`config.mk`:
```
export PLATFORM = sky130hd
export DESIGN_NAME = capture_uart_streamer
export DESIGN_NICKNAME = d
export VERILOG_FILES = /design/src/rtl/capture_uart_streamer_pkg.sv /design/src/rtl/capture_uart_streamer_uart_tx_byte.sv /design/src/rtl/capture_uart_streamer.sv
export SDC_FILE = /design/constraint.sdc
export NUM_CORES = 1
export LEC_CHECK = 0
export CAP_MARGIN = 20
export CORE_UTILIZATION = 40
export DETAILED_ROUTE_END_ITERATION = 10
export GPL_TIMING_DRIVEN = 0
export PLACE_DENSITY = 0.69
export REMOVE_ABC_BUFFERS = 1
export SYNTH_ARGS = -nofsm -noshare
export SYNTH_HDL_FRONTEND = slang
export SYNTH_SLANG_ARGS = --single-unit
```
`constraint.sdc`:
```
create_clock -name i_clk -period 4.9 [get_ports i_clk]
set_clock_uncertainty 0.2 [all_clocks]
set_input_delay 1.225 -clock i_clk [delete_from_list [all_inputs] [get_ports i_clk]]
set_output_delay 1.225 -clock i_clk [all_outputs]
set_load 0.02 [all_outputs]
```
`src/rtl/capture_uart_streamer_pkg.sv`:
```
// capture_uart_streamer_pkg
// Shared constants, FSM state type and byte-selection helper for the
// capture FIFO -> UART record streamer.
package capture_uart_streamer_pkg;

    localparam logic [7:0] SYNC_BYTE_DEFAULT = 8'hA5;
    localparam int         RECORD_BYTES      = 5;   // sync + 4 payload bytes
    localparam int         UART_FRAME_BITS   = 10;  // start + 8 data + stop

    typedef enum logic [1:0] {
        ST_IDLE,
        ST_REQ,
        ST_WAIT,
        ST_SEND
    } state_e;

    // Payload byte idx (1..4) of a record, most significant byte first.
    function automatic logic [7:0] payload_byte(input logic [31:0] rec,
                                                input logic [2:0]  idx);
        case (idx)
            3'd1:    return rec[31:24];
            3'd2:    return rec[23:16];
            3'd3:    return rec[15:8];
            default: return rec[7:0];
        endcase
    endfunction

endpackage

```
`src/rtl/capture_uart_streamer_uart_tx_byte.sv`:
```
// uart_tx_byte
// Sends one 8N1 byte: start bit (0), 8 data bits LSB first, stop bit (1),
// each held CLKS_PER_BIT cycles.
// Ports:
//   i_clk, i_rst  clock, asynchronous active-high reset
//   i_start       load i_byte and begin a frame (taken when idle or in the
//                 last stop-bit cycle, so bytes can be chained gap-free)
//   i_byte        byte to send
//   o_tx          registered TX line, idle high
//   o_done        high during the last cycle of the stop bit
module uart_tx_byte
    import capture_uart_streamer_pkg::*;
#(
    parameter int CLKS_PER_BIT = 434
) (
    input  logic       i_clk,
    input  logic       i_rst,
    input  logic       i_start,
    input  logic [7:0] i_byte,
    output logic       o_tx,
    output logic       o_done
);

    localparam int             CW        = (CLKS_PER_BIT > 1) ? $clog2(CLKS_PER_BIT) : 1;
    localparam logic [CW-1:0]  BAUD_LAST = CW'(CLKS_PER_BIT - 1);
    localparam logic [3:0]     BIT_STOP  = 4'(UART_FRAME_BITS - 1);

    logic          active_q, active_d;
    logic [CW-1:0] baud_q,   baud_d;
    logic [3:0]    bit_q,    bit_d;
    logic [7:0]    data_q,   data_d;
    logic          tx_q,     tx_d;
    logic          last_cycle;

    always_ff @(posedge i_clk or posedge i_rst) begin
        if (i_rst) begin
            active_q <= 1'b0;
            baud_q   <= '0;
            bit_q    <= '0;
            data_q   <= '0;
            tx_q     <= 1'b1;
        end else begin
            active_q <= active_d;
            baud_q   <= baud_d;
            bit_q    <= bit_d;
            data_q   <= data_d;
            tx_q     <= tx_d;
        end
    end

    always_comb begin
        last_cycle = active_q && (baud_q == BAUD_LAST) && (bit_q == BIT_STOP);
        active_d   = active_q;
        baud_d     = baud_q;
        bit_d      = bit_q;
        data_d     = data_q;
        tx_d       = tx_q;
        if (i_start && (!active_q || last_cycle)) begin
            active_d = 1'b1;
            baud_d   = '0;
            bit_d    = '0;
            data_d   = i_byte;
            tx_d     = 1'b0;
        end else if (active_q) begin
            if (baud_q == BAUD_LAST) begin
                baud_d = '0;
                if (bit_q == BIT_STOP) begin
                    active_d = 1'b0;            // line is already high
                end else begin
                    bit_d = bit_q + 4'd1;
                    // bit_q 0..7 moves onto data bit bit_q; bit_q 8 onto stop
                    tx_d  = (bit_q == BIT_STOP - 4'd1) ? 1'b1 : data_q[bit_q[2:0]];
                end
            end else begin
                baud_d = baud_q + 1'b1;
            end
        end
    end

    assign o_tx   = tx_q;
    assign o_done = last_cycle;

endmodule

```
`src/rtl/capture_uart_streamer.sv`:
```
// capture_uart_streamer
// Pops 32-bit capture records from the FIFO and sends each as a UART frame
// sequence: SYNC_BYTE, q[31:24], q[23:16], q[15:8], q[7:0].
// Ports:
//   i_clk, i_rst      clock, asynchronous active-high reset
//   i_enable          streaming allowed; only looked at when a record starts
//   i_fifo_empty      FIFO empty flag
//   i_fifo_q          FIFO data, valid the cycle after o_fifo_rdreq
//   o_fifo_rdreq      one-cycle pop strobe
//   o_tx              UART TX line (idle high)
//   o_busy            record being fetched or sent
//   o_words_sent      completed-record count, wraps
module capture_uart_streamer
    import capture_uart_streamer_pkg::*;
#(
    parameter int         CLKS_PER_BIT = 434,
    parameter logic [7:0] SYNC_BYTE    = SYNC_BYTE_DEFAULT
) (
    input  logic        i_clk,
    input  logic        i_rst,
    input  logic        i_enable,
    input  logic        i_fifo_empty,
    input  logic [31:0] i_fifo_q,
    output logic        o_fifo_rdreq,
    output logic        o_tx,
    output logic        o_busy,
    output logic [15:0] o_words_sent
);

    localparam logic [2:0] LAST_BYTE = 3'(RECORD_BYTES - 1);

    state_e      state_q,    state_d;
    logic [31:0] record_q,   record_d;
    logic [2:0]  byte_idx_q, byte_idx_d;
    logic [15:0] words_q,    words_d;
    logic        tx_start;
    logic [7:0]  tx_byte;
    logic        tx_done;

    uart_tx_byte #(
        .CLKS_PER_BIT(CLKS_PER_BIT)
    ) u_tx (
        .i_clk  (i_clk),
        .i_rst  (i_rst),
        .i_start(tx_start),
        .i_byte (tx_byte),
        .o_tx   (o_tx),
        .o_done (tx_done)
    );

    // State register
    always_ff @(posedge i_clk or posedge i_rst) begin
        if (i_rst) begin
            state_q    <= ST_IDLE;
            record_q   <= '0;
            byte_idx_q <= '0;
            words_q    <= '0;
        end else begin
            state_q    <= state_d;
            record_q   <= record_d;
            byte_idx_q <= byte_idx_d;
            words_q    <= words_d;
        end
    end

    // Next state and byte sequencing
    always_comb begin
        state_d    = state_q;
        record_d   = record_q;
        byte_idx_d = byte_idx_q;
        words_d    = words_q;
        tx_start   = 1'b0;
        tx_byte    = SYNC_BYTE;
        case (state_q)
            ST_IDLE: begin
                if (i_enable && !i_fifo_empty) state_d = ST_REQ;
            end
            ST_REQ: begin
                state_d = ST_WAIT;
            end
            ST_WAIT: begin
                // Sync byte needs no FIFO data, so it starts while q is latched.
                record_d   = i_fifo_q;
                byte_idx_d = '0;
                tx_start   = 1'b1;
                tx_byte    = SYNC_BYTE;
                state_d    = ST_SEND;
            end
            ST_SEND: begin
                if (tx_done) begin
                    if (byte_idx_q == LAST_BYTE) begin
                        words_d = words_q + 16'd1;
                        state_d = (i_enable && !i_fifo_empty) ? ST_REQ : ST_IDLE;
                    end else begin
                        // Chain the next byte into the stop bit's last cycle.
                        tx_start   = 1'b1;
                        tx_byte    = payload_byte(record_q, byte_idx_q + 3'd1);
                        byte_idx_d = byte_idx_q + 3'd1;
                    end
                end
            end
            default: state_d = ST_IDLE;
        endcase
    end

    // Outputs
    always_comb begin
        o_fifo_rdreq = (state_q == ST_REQ);
        o_busy       = (state_q != ST_IDLE);
    end

    assign o_words_sent = words_q;

endmodule

```
==> run_summary.xml, run 1 <==
<?xml version="1.0" encoding="UTF-8"?>
<metrics>
  <group name="status">
    <metric name="result_of_the_run" unit="">complete, no violations</metric>
  </group>
  <group name="logic_synthesis">
    <metric name="post_synth.cell_area_avg" unit="sq um">11.4</metric>
    <metric name="yosys.area_share.adder" unit="">0.0483</metric>
    <metric name="netlist_area" unit="sq um">3630</metric>
    <metric name="top_area_cell_type_share_of_the_netlist_area" unit="">0.517</metric>
    <metric name="synth-main-ff-cell" unit="">sky130_fd_sc_hd__dfrtp_1</metric>
    <metric name="synth_largest_area_cell" unit="">sky130_fd_sc_hd__dfrtp_1</metric>
    <metric name="synth_simple_gate_area_frac" unit="">0.127</metric>
    <metric name="largest_family_of_logic_cells_by_synthesized_area" unit="">simple AND/OR/NAND/NOR gates</metric>
    <metric name="seq_cells_post_synth" unit="">76</metric>
    <metric name="synth_seq_area_share" unit="">0.525</metric>
    <metric name="synth.area.top_cells" unit="">sky130_fd_sc_hd__dfrtp_1, sky130_fd_sc_hd__mux2_2, sky130_fd_sc_hd__ha_1</metric>
    <metric name="synth_mux_area_frac" unit="">0.121</metric>
    <metric name="ys_warn_count" unit="">0</metric>
    <metric name="async_flop_share" unit="">1.00</metric>
    <metric name="synth_cells" unit="">318</metric>
    <metric name="synthDistinctLibCells" unit="">41</metric>
    <metric name="synth_compound_gate_area_share" unit="">0.0962</metric>
    <metric name="xor_xnor_portion_of_the_synthesized_cell_area" unit="">0.0483</metric>
    <metric name="synth_enable_flop_cells" unit="">0</metric>
  </group>
  <group name="drt">
    <metric name="viasPerCell" unit="">5.31</metric>
    <metric name="drc" unit="">0</metric>
    <metric name="wl_per_cell" unit="um">14.4</metric>
    <metric name="total_wirelength_of_the_detailed_routed_design" unit="um">7000</metric>
    <metric name="ant_nets" unit="">0</metric>
    <metric name="dr.first_iter.drc_count" unit="">69</metric>
    <metric name="drt-pass1-iter-count" unit="">5</metric>
    <metric name="detailroute.via_count" unit="">2574</metric>
  </group>
  <group name="job">
    <metric name="cap_violations" unit="">0</metric>
  </group>
  <group name="setup_path">
    <metric name="critPathRequiredTime" unit="ps">3470</metric>
    <metric name="flop2flop_setup_slack" unit="ps">2270</metric>
    <metric name="cp-start-kind" unit="">register</metric>
    <metric name="worstPathArrival" unit="ps">1760</metric>
    <metric name="crit_path_max_fanout" unit="">5</metric>
    <metric name="category_of_the_critical_setup_timing_path" unit="">reg -&gt; out</metric>
    <metric name="timing.critical_path.to_type" unit="">output pin</metric>
  </group>
  <group name="floorplanning">
    <metric name="rows" unit="">34</metric>
    <metric name="boundaryPins" unit="">55</metric>
    <metric name="die_span_x" unit="um">97.2</metric>
    <metric name="floorplan.core_area" unit="sq um">8760</metric>
    <metric name="dieArea" unit="sq um">9450</metric>
    <metric name="initial_utilization" unit="">0.414</metric>
    <metric name="die_y" unit="um">97.2</metric>
  </group>
  <group name="power">
    <metric name="max-vdd-ir-drop" unit="mV">0.169</metric>
    <metric name="p_int" unit="W">0.000976</metric>
    <metric name="power_switching_share" unit="">0.225</metric>
    <metric name="power.switching" unit="W">0.000284</metric>
    <metric name="fin_total_pwr" unit="W">0.00126</metric>
    <metric name="total_leakage_power" unit="nW">1.90</metric>
    <metric name="power.clock.fraction" unit="">0.437</metric>
    <metric name="pwr_density_cell" unit="nW/um^2">279</metric>
    <metric name="logic_gate_share_of_total_power" unit="">0.049</metric>
    <metric name="p_seq_frac" unit="">0.514</metric>
  </group>
  <group name="grt">
    <metric name="number_of_antenna_violations_at_the_first_check_in_global_routing" unit="">0</metric>
    <metric name="groute.usage.overall" unit="">0.154</metric>
    <metric name="grt_pass1_wl" unit="um">11900</metric>
    <metric name="maximum_number_of_pins_on_one_net_before_global_route_repair" unit="">55</metric>
    <metric name="vias_in_the_first_global_route" unit="">2597</metric>
    <metric name="globalRoute.totalOverflow" unit="">0</metric>
  </group>
  <group name="finish">
    <metric name="utilization" unit="">0.516</metric>
    <metric name="layout_common_cells" unit="">sky130_fd_sc_hd__dfrtp_1, sky130_fd_sc_hd__clkdlybuf4s50_1, sky130_fd_sc_hd__mux2_2, sky130_fd_sc_hd__nor2_1, sky130_fd_sc_hd__o21ai_0</metric>
    <metric name="number_of_antenna_cells_inserted" unit="">0</metric>
    <metric name="area_delta_synth_final" unit="%">24.7</metric>
    <metric name="multi_input_area" unit="sq um">1600</metric>
    <metric name="layout.filler_cells" unit="">786</metric>
    <metric name="share_of_post_route_cells_with_drive_strength_above_1" unit="">0.170</metric>
    <metric name="layout.cells.most_common" unit="">sky130_fd_sc_hd__dfrtp_1</metric>
    <metric name="finalNetCount" unit="">422</metric>
    <metric name="sequential_cell_area" unit="sq um">1900</metric>
  </group>
  <group name="cts">
    <metric name="post-cts-setup-buffer-count" unit="">0</metric>
    <metric name="clock-root-buffer" unit="">sky130_fd_sc_hd__clkbuf_8</metric>
    <metric name="ctsResizeCount" unit="">0</metric>
    <metric name="cts_num_sinks" unit="">76</metric>
    <metric name="cts_hold_buffers" unit="">0</metric>
    <metric name="cts.reportedPaths.clkPinSlew" unit="ps">80</metric>
    <metric name="clock_tree.buffer_depth" unit="">2</metric>
    <metric name="numCtsBuffers" unit="">9</metric>
    <metric name="tritoncts" unit="">yes</metric>
    <metric name="insertion_delay" unit="ps">350</metric>
    <metric name="h-tree-depth" unit="">3</metric>
  </group>
  <group name="sta">
    <metric name="min_period" unit="ps">3180</metric>
    <metric name="min_period_over_period" unit="">0.650</metric>
    <metric name="hold_viol" unit="">0</metric>
    <metric name="final-setup-viol-count" unit="">0</metric>
    <metric name="slew_headroom" unit="">0.439</metric>
    <metric name="timing.final.max_slew_violations" unit="">0</metric>
    <metric name="max_clock_freq" unit="MHz">314</metric>
    <metric name="rsz0062_at_grt" unit="">no</metric>
    <metric name="postLayoutSetupSlackWorst" unit="ps">1720</metric>
    <metric name="final.setup.tns" unit="ps">0</metric>
    <metric name="worst_pin_slew" unit="ps">841</metric>
  </group>
  <group name="placed_design">
    <metric name="dp_hpwl" unit="um">4910</metric>
    <metric name="place.gp.congestion" unit="">0.819</metric>
    <metric name="place.port_buffers" unit="">54</metric>
    <metric name="pre_cts_ws" unit="ps">2070</metric>
  </group>
  <group name="worst_hold_path">
    <metric name="worst_hold_path_type" unit="">reg -&gt; reg</metric>
  </group>
</metrics>
[flip-flops by register name, summed over array words and instances (netlist names)]
signal,flops
u_tx.baud_q,9
record_q,32
o_words_sent,16
u_tx.active_q,1
u_tx.o_tx,1
state_q,2
u_tx.bit_q,4
byte_idx_q,3
u_tx.data_q,8
[worst paths after layout]
check	from	end	depth (start not counted)
worst max-delay path	state_q[0]$_DFFE_PP0P_	o_busy	4
worst min-delay path	o_words_sent[15]$_DFFE_PP0P_	o_words_sent[15]$_DFFE_PP0P_	1
worst max register to register	u_tx.baud_q[3]$_DFFE_PP0P_	byte_idx_q[2]$_DFFE_PP0P_	5
worst min register to register	o_words_sent[15]$_DFFE_PP0P_	o_words_sent[15]$_DFFE_PP0P_	1
max in group asynchronous	i_rst	u_tx.o_tx$_DFFE_PP1P_	3
min in group asynchronous	i_rst	o_words_sent[6]$_DFFE_PP0P_	2
[worst max-delay path: stages, from the launching register on]
cell,delay [ps]
sky130_fd_sc_hd__dfrtp_1,430
sky130_fd_sc_hd__inv_1,100
sky130_fd_sc_hd__ha_1,240
sky130_fd_sc_hd__inv_1,60
sky130_fd_sc_hd__clkdlybuf4s50_1,590
[cells by family (layout without fill, tap and decap cells)]
logic type | Yosys count | count (layout)
AND/OR/NAND/NOR | 85 | 85
multiplexers | 37 | 37
flip-flops | 76 | 76
AO/OA/AOI/OAI | 53 | 53
XOR/XNOR | 20 | 20
buffers and inverters | 33 | 92
adder cells (fa/ha/maj) | 14 | 14
[per-stage QoR]
| stage | instances | area (sq um) | hold WS, ps |
|---|---|---|---|
| 3_3_place_gp | 467 | 4250 | 257 |
| 5_1_grt | 485 | 4520 | 301 |
| 4_1_cts | 484 | 4520 | 272 |
| 2_1_floorplan | 305 | 3580 | 245 |
| 3_5_place_dp | 468 | 4290 | 256 |
| 6_report | 485 | 4520 | 271 |
[power groups by stage]
stage,Clock [W],Combinational (W),Sequential (W)
finish,0.000550,0.0000620,0.000647
floorplan,0,0.0000259,0.000657
detailed placement,0,0.0000637,0.000660
global route,0.000588,0.0000683,0.000649
CTS,0.000565,0.0000640,0.000647
global placement,0,0.0000590,0.000659
[synthesized netlist by cell type (all sizes together) (8+ instances only)]
master,instances
a222oi,8
clkbuf,9
dfrtp,75
ha,14
inv,20
mux2,34
nand2,16
nand3,10
nand4,13
nor2,21
o21ai,20
xnor2,12
xor2,8
[layout make-up]
| class | instances | share of cell area |
|---|---|---|
| Sequential cell | 76 | 0.421 |
| Clock buffer | 9 | 0.0274 |
| Tap cell | 108 | 0.0299 |
| Inverter | 20 | 0.0172 |
| Timing Repair Buffer | 56 | 0.127 |
| Clock inverter | 7 | 0.0238 |
| Multi-Input combinational cell | 209 | 0.354 |
[metal layers]
layer / up-vias / GRT usage / part of all wire
met5: - / 0 / 0
met4: 0 / 0.0475 / 0.013
met3: 8 / 0.0388 / 0.043
met2: 53 / 0.262 / 0.49
met1: 1270 / 0.193 / 0.45
li1: 1243 / - / -
Note: power is estimated with default switching activity, not from simulation.
==> inputs of run 2 (changes only) <==
- clock period: 4.9 -> 3.2 ns (I/O delays scaled with it)
==> results of run 2 <==
The final DEF is identical to that of run 1. Status: complete, no violations.
Among the figures that moved: setup slack after placement 2070 ps -> 522 ps; setup slack after layout 1720 ps -> 440 ps; register-to-register setup slack 2270 ps -> 570 ps; total power 0.00126 W -> 0.00193 W; worst IR drop on VDD 0.169 mV -> 0.258 mV
==> RTL edit 1: new RTL, settings of run 2 <==
`CLKS_PER_BIT` is set to 434 in 2 places; all go to 1736.
--- a/src/rtl/capture_uart_streamer_uart_tx_byte.sv
+++ b/src/rtl/capture_uart_streamer_uart_tx_byte.sv
@@ -11,7 +11,7 @@
 module uart_tx_byte
     import capture_uart_streamer_pkg::*;
 #(
-    parameter int CLKS_PER_BIT = 434
+    parameter int CLKS_PER_BIT = 1736
 ) (
     input  logic       i_clk,
     input  logic       i_rst,
--- a/src/rtl/capture_uart_streamer.sv
+++ b/src/rtl/capture_uart_streamer.sv
@@ -13,7 +13,7 @@
 module capture_uart_streamer
     import capture_uart_streamer_pkg::*;
 #(
-    parameter int         CLKS_PER_BIT = 434,
+    parameter int         CLKS_PER_BIT = 1736,
     parameter logic [7:0] SYNC_BYTE    = SYNC_BYTE_DEFAULT
 ) (
     input  logic        i_clk,
Formal check against the unedited RTL: no difference found for any inputs over 10 cycles, from zero or initial values and one cycle with i_rst high; that may be too few to reach the edited logic, so the function may still have changed.
==> RTL edit 1 against run 2 <==
Utilization decreased by 0.091 points. Clock power increased by 3.8%. Global-route usage increased by 1.9 points. Design area increased by 7.2%. Power increased by 3.0%. Critical path depth unchanged. Routed wire length increased by 13%. Setup slack got worse by 73 ps. Sequential cell count increased by 2. Area after synthesis increased by 9.5%. Critical path type unchanged.
==> RTL edit 1: results (changes against run 2) <==
largest_reg_flops: 32  # unchanged
synth_sequential_area_ratio: 0.492  # -0.0327
crit_family: "buffers and inverters"
gr-usage-all-layers: 0.173  # +0.0191
gp_congestion: 0.796  # -2.8%
first_pass_iters: 4  # -1
max_slew.worst_pin.slew_ps: 896  # +55.3 ps
root_buffer: "clkbuf_8"
ir_drop_uv: 283  # +9.6%
vias_per_cell: 5.42  # +2.0%
cts_setup_buffers: 0  # unchanged
yosys-top-cells-area: "dfrtp_1 49%, mux2_2 9.4%, ha_1 4.1%"
cp.arrival_ps: 1830  # +70 ps
grt_util_met2: 0.285  # +0.0226
place_area_sq_um: 4610  # +7.7%
cts_resized: 0  # unchanged
grt_pass1_vias: 2941  # +13%
clkLatencyLatePin_ps: 350  # about the same
synth-async-reset-ratio: 1.00  # unchanged
clk_pin_slew_ps: 80  # about the same
wl_met2_microns: 3820  # +12%
gr-usage-met3: 0.0407  # +0.00187
cts_max_path_buffers: 2  # unchanged
nNetsFinal: 450  # +6.6%
port_buffers: 54  # unchanged
hold_path_class: "flip-flop to flip-flop"
grt_max_degree: 64  # +16%
synth_common_cells: "77 x dfrtp_1, 33 x mux2_2, 22 x inv_1, 18 x nand2_1, 17 x nor2_1"
dr_wl_met3_microns: 327  # +9.4%
cp_max_fo: 5  # unchanged
fill_cells: 807  # +2.7%
postRouteWirelength_microns: 7910  # +13%
use_met1: 0.218  # +0.0252
dpl.hpwl_microns: 5480  # +12%
yosysUniqueCellTypes: 52  # +27%
ctsHtreeMaxLevel: 3  # unchanged
outcome: "finished clean"
dominantRegCellSynth: "dfrtp_1"
met1Wirelength_microns: 3650  # +14%
registers.top_by_ff_count: "record_q"
p_leak_uw: 0.00212  # +12%
grt_pass1_wl_microns: 13900  # +17%
post_route_cells_drive_above_1_share: 0.165  # -0.00433
first_iter_violations: 214  # +210%
RTL edit 1: cell types whose count changed after synthesis, moves of 6 or more:
cell / before / now
a21oi_1: 7 / 14
o21ai_0: 20 / 7
nor3_1: 6 / 12
nand3_1: 10 / 16
RTL edit 1: power breakdown:
group	leakage, uW	internal (uW)	switching [uW]
Combinational	0.00104	60.2	34.5
Sequential	0.000966	1010	10.9
Clock	0.000115	514	362
Total	0.00212	1580	407
RTL edit 1: cell type report:
| class | instances | area share |
|---|---|---|
| flip-flops and latches | 78 | 0.403 |
| multi-input cells | 235 | 0.381 |
| repair buffers | 55 | 0.117 |
| well taps | 129 | 0.0333 |
| clock buffers | 9 | 0.0255 |
| clock inverters | 6 | 0.0230 |
| inverters | 22 | 0.0175 |
RTL edit 1: path summary, 6_finish.rpt:
check	start	cells after the start	to	slack (ps)
hold / removal	o_words_sent[15]	1	o_words_sent[15]	280
setup reg to reg	u_tx.baud_q[0]	5	u_tx.data_q[6]	580
hold reg to reg	o_words_sent[15]	1	o_words_sent[15]	280
min in group asynchronous	i_rst	2	record_q[16]	520
max in group asynchronous	i_rst	3	u_tx.o_tx	1660
setup / recovery	state_q[0]	4	o_busy	370
RTL edit 1: metrics by stage:
stage | cells | worst slack, ps | total power (uW) | utilization
after floorplan | 335 | 207 | 1070 | -
after global placement | 518 | -1050 | 1130 | 0.487
after detailed placement | 519 | 586 | 1130 | 0.490
after CTS | 534 | 342 | 2010 | 0.515
after global routing | 534 | 261 | 2060 | 0.515
final | 534 | 368 | 1990 | 0.515
RTL edit 1: cells by family after synthesis:
logic type      count (synthesis)  synth area share
xor+xnor                       21            0.0463
compound gates                 64             0.124
simple gates                   99             0.140
fa+ha+maj                      13            0.0410
flops                          78             0.492
buf+inv                        40            0.0435
mux                            38             0.113
==> RTL edit 2: new RTL, settings of run 2 <==
Made on the original files. The 4 states of `state_e` get a Gray code encoding in 2 bits.
--- a/src/rtl/capture_uart_streamer_pkg.sv
+++ b/src/rtl/capture_uart_streamer_pkg.sv
@@ -8,10 +8,10 @@
     localparam int         UART_FRAME_BITS   = 10;  // start + 8 data + stop
 
     typedef enum logic [1:0] {
-        ST_IDLE,
-        ST_REQ,
-        ST_WAIT,
-        ST_SEND
+        ST_IDLE = 2'b00,
+        ST_REQ  = 2'b01,
+        ST_WAIT = 2'b11,
+        ST_SEND = 2'b10
     } state_e;
 
     // Payload byte idx (1..4) of a record, most significant byte first.
Behaviour: same outputs for any inputs over 10 cycles, from zero or initial values and one cycle with i_rst high; not proved beyond that.
==> RTL edit 2 against run 2 <==
Count of clock-buffer cells in the layout stayed put. Sequential cell count stayed put. Largest cell class unchanged. Design area is 0.36% lower. Area after synthesis is 0.24% lower. Routed wire length is 4.1% higher. Setup slack better by 6.4 ps.
Power is not compared: it rests on default switching activity, and its combinational part moved more than twofold at a synthesized area within 25%.
==> RTL edit 2: results (changes against run 2) <==
outcome: "finished clean"
max_slew.worst_pin.slew_ps: 828  # -12.9 ps
yosysUniqueCellTypes: 47  # +15%
clk_pin_slew_ps: 90
timing.rr.end: "u_tx.data_q[0]"
first_iter_violations: 121  # +75%
fill_cells: 743  # -5.5%
yosys-top-cells-area: "dfrtp_1 52%, mux2_2 10%, ha_1 3.5%"
largest_reg_flops: 32  # unchanged
cp_max_fo: 12  # +7
postRouteWirelength_microns: 7290  # +4.1%
grt_pass1_vias: 2656  # +2.3%
crit_family: "buffers and inverters"
grt_pass1_wl_microns: 12600  # +6.0%
post_route_cells_drive_above_1_share: 0.174  # +0.00463
insertedDiodeCount: 0  # unchanged
r2r_start: "u_tx.baud_q[2]"
cts_max_path_buffers: 2  # unchanged
gp_congestion: 0.778  # -5.0%
yosys_warnings: 0  # unchanged
avgSynthCellArea_sq_um: 11.7  # +2.3%
registers.top_by_ff_count: "record_q"
root_buffer: "clkbuf_8"
vias_per_cell: 5.48  # +3.2%
grt_max_degree: 52  # -5.5%
cts_setup_buffers: 0  # unchanged
crit_path_start: "state_q[0]"
ff2ff_path_depth: 5  # unchanged
ctsHtreeMaxLevel: 3  # unchanged
endpoint: "o_busy"
cp_slowest_cell: "clkdlybuf4s50_1"
via_count: 2601  # +1.0%
max_stage_delay_ps: 540  # -50 ps
cts_resized: 0  # unchanged
place_area_sq_um: 4260  # -0.64%
port_buffers: 54  # unchanged
synth_sequential_area_ratio: 0.526  # +0.00127
nNetsFinal: 408  # -3.3%
synth_common_cells: "75 x dfrtp_1, 33 x mux2_2, 20 x nor2_1, 18 x nand2_1, 13 x nand3_1"
dpl.hpwl_microns: 5120  # +4.3%
gr-usage-all-layers: 0.165  # +0.0112
r2r_slack_ps: 580
dp.cells: 459  # -1.9%
grt-ovfl-total: 0  # unchanged
dp_slack_ps: 602  # +79.8 ps
first_pass_iters: 5  # unchanged
antenna_found_initial: 0  # unchanged
slew_viol_final: 0  # unchanged
layout_setup_ws_ps: 447  # +6.44 ps
cp.arrival_ps: 1750
RTL edit 2: changes by cell type after synthesis, sizes merged, moves of 4 or more:
| cell | before | now |
|---|---|---|
| o21ai | 20 | 14 |
| nand4 | 13 | 7 |
| o22a | 5 | 0 |
| a22o | 0 | 5 |
| inv | 20 | 11 |
| ha | 14 | 10 |
RTL edit 2: power breakdown:
group | switching [uW] | internal (uW)
logic | 197 | 294
registers | 160 | 1190
clock network | 377 | 523
RTL edit 2: area by class of cell:
class | instances | area (sq um) | area share
Tap cell | 108 | 135 | 0.0300
Clock buffer | 9 | 124 | 0.0275
Inverter | 11 | 43.8 | 0.00972
Timing Repair Buffer | 55 | 568 | 0.126
Sequential cell | 76 | 1900 | 0.422
Clock inverter | 7 | 124 | 0.0275
Multi-Input combinational cell | 209 | 1610 | 0.357
RTL edit 2: metal layers:
metal	part of all wire	GRT usage	wire length [microns]	vias to the layer above
li1	-	-	-	1226
met1	0.46	0.219	3330	1319
met2	0.49	0.267	3580	46
met3	0.033	0.0317	238	10
met4	0.019	0.0677	138	0
met5	0	0	0	-
RTL edit 2: worst min path at each step:
| stage | startpoint | slack, ps | cells after the start | to |
|---|---|---|---|---|
| 2_1_floorplan | u_tx.baud_q[8] | 260 | 1 | u_tx.baud_q[8] |
| 3_5_place_dp | o_words_sent[15] | 260 | 1 | o_words_sent[15] |
| 5_1_grt | o_words_sent[15] | 300 | 1 | o_words_sent[15] |
| 6_report | o_words_sent[15] | 270 | 1 | o_words_sent[15] |
| 4_1_cts | o_words_sent[15] | 280 | 1 | o_words_sent[15] |
| 3_3_place_gp | o_words_sent[15] | 260 | 1 | o_words_sent[15] |
RTL edit 2: worst reg2reg max path, delay by kind of cell (launching register included):
| kind | cells | cell delay [ps] |
|---|---|---|
| compound gates | 3 | 940 |
| flops | 1 | 440 |
| simple gates | 2 | 980 |
RTL edit 2: logic make-up after synthesis:
kind of cell,share of synthesized area
AOI/OAI and AO/OA,0.0982
muxes,0.121
and+or+nand+nor,0.137
DFF,0.526
buffers and inverters,0.0301
xor gates and xnor gates,0.0532
adders and majority gates,0.0346
RTL edit 2: stage by stage:
step                hold slack [ps]  utilization
floorplan                       262            -
global placement                259        0.485
detailed placement              261        0.488
CTS                             276        0.517
global route                    303        0.517
finish                          274        0.517
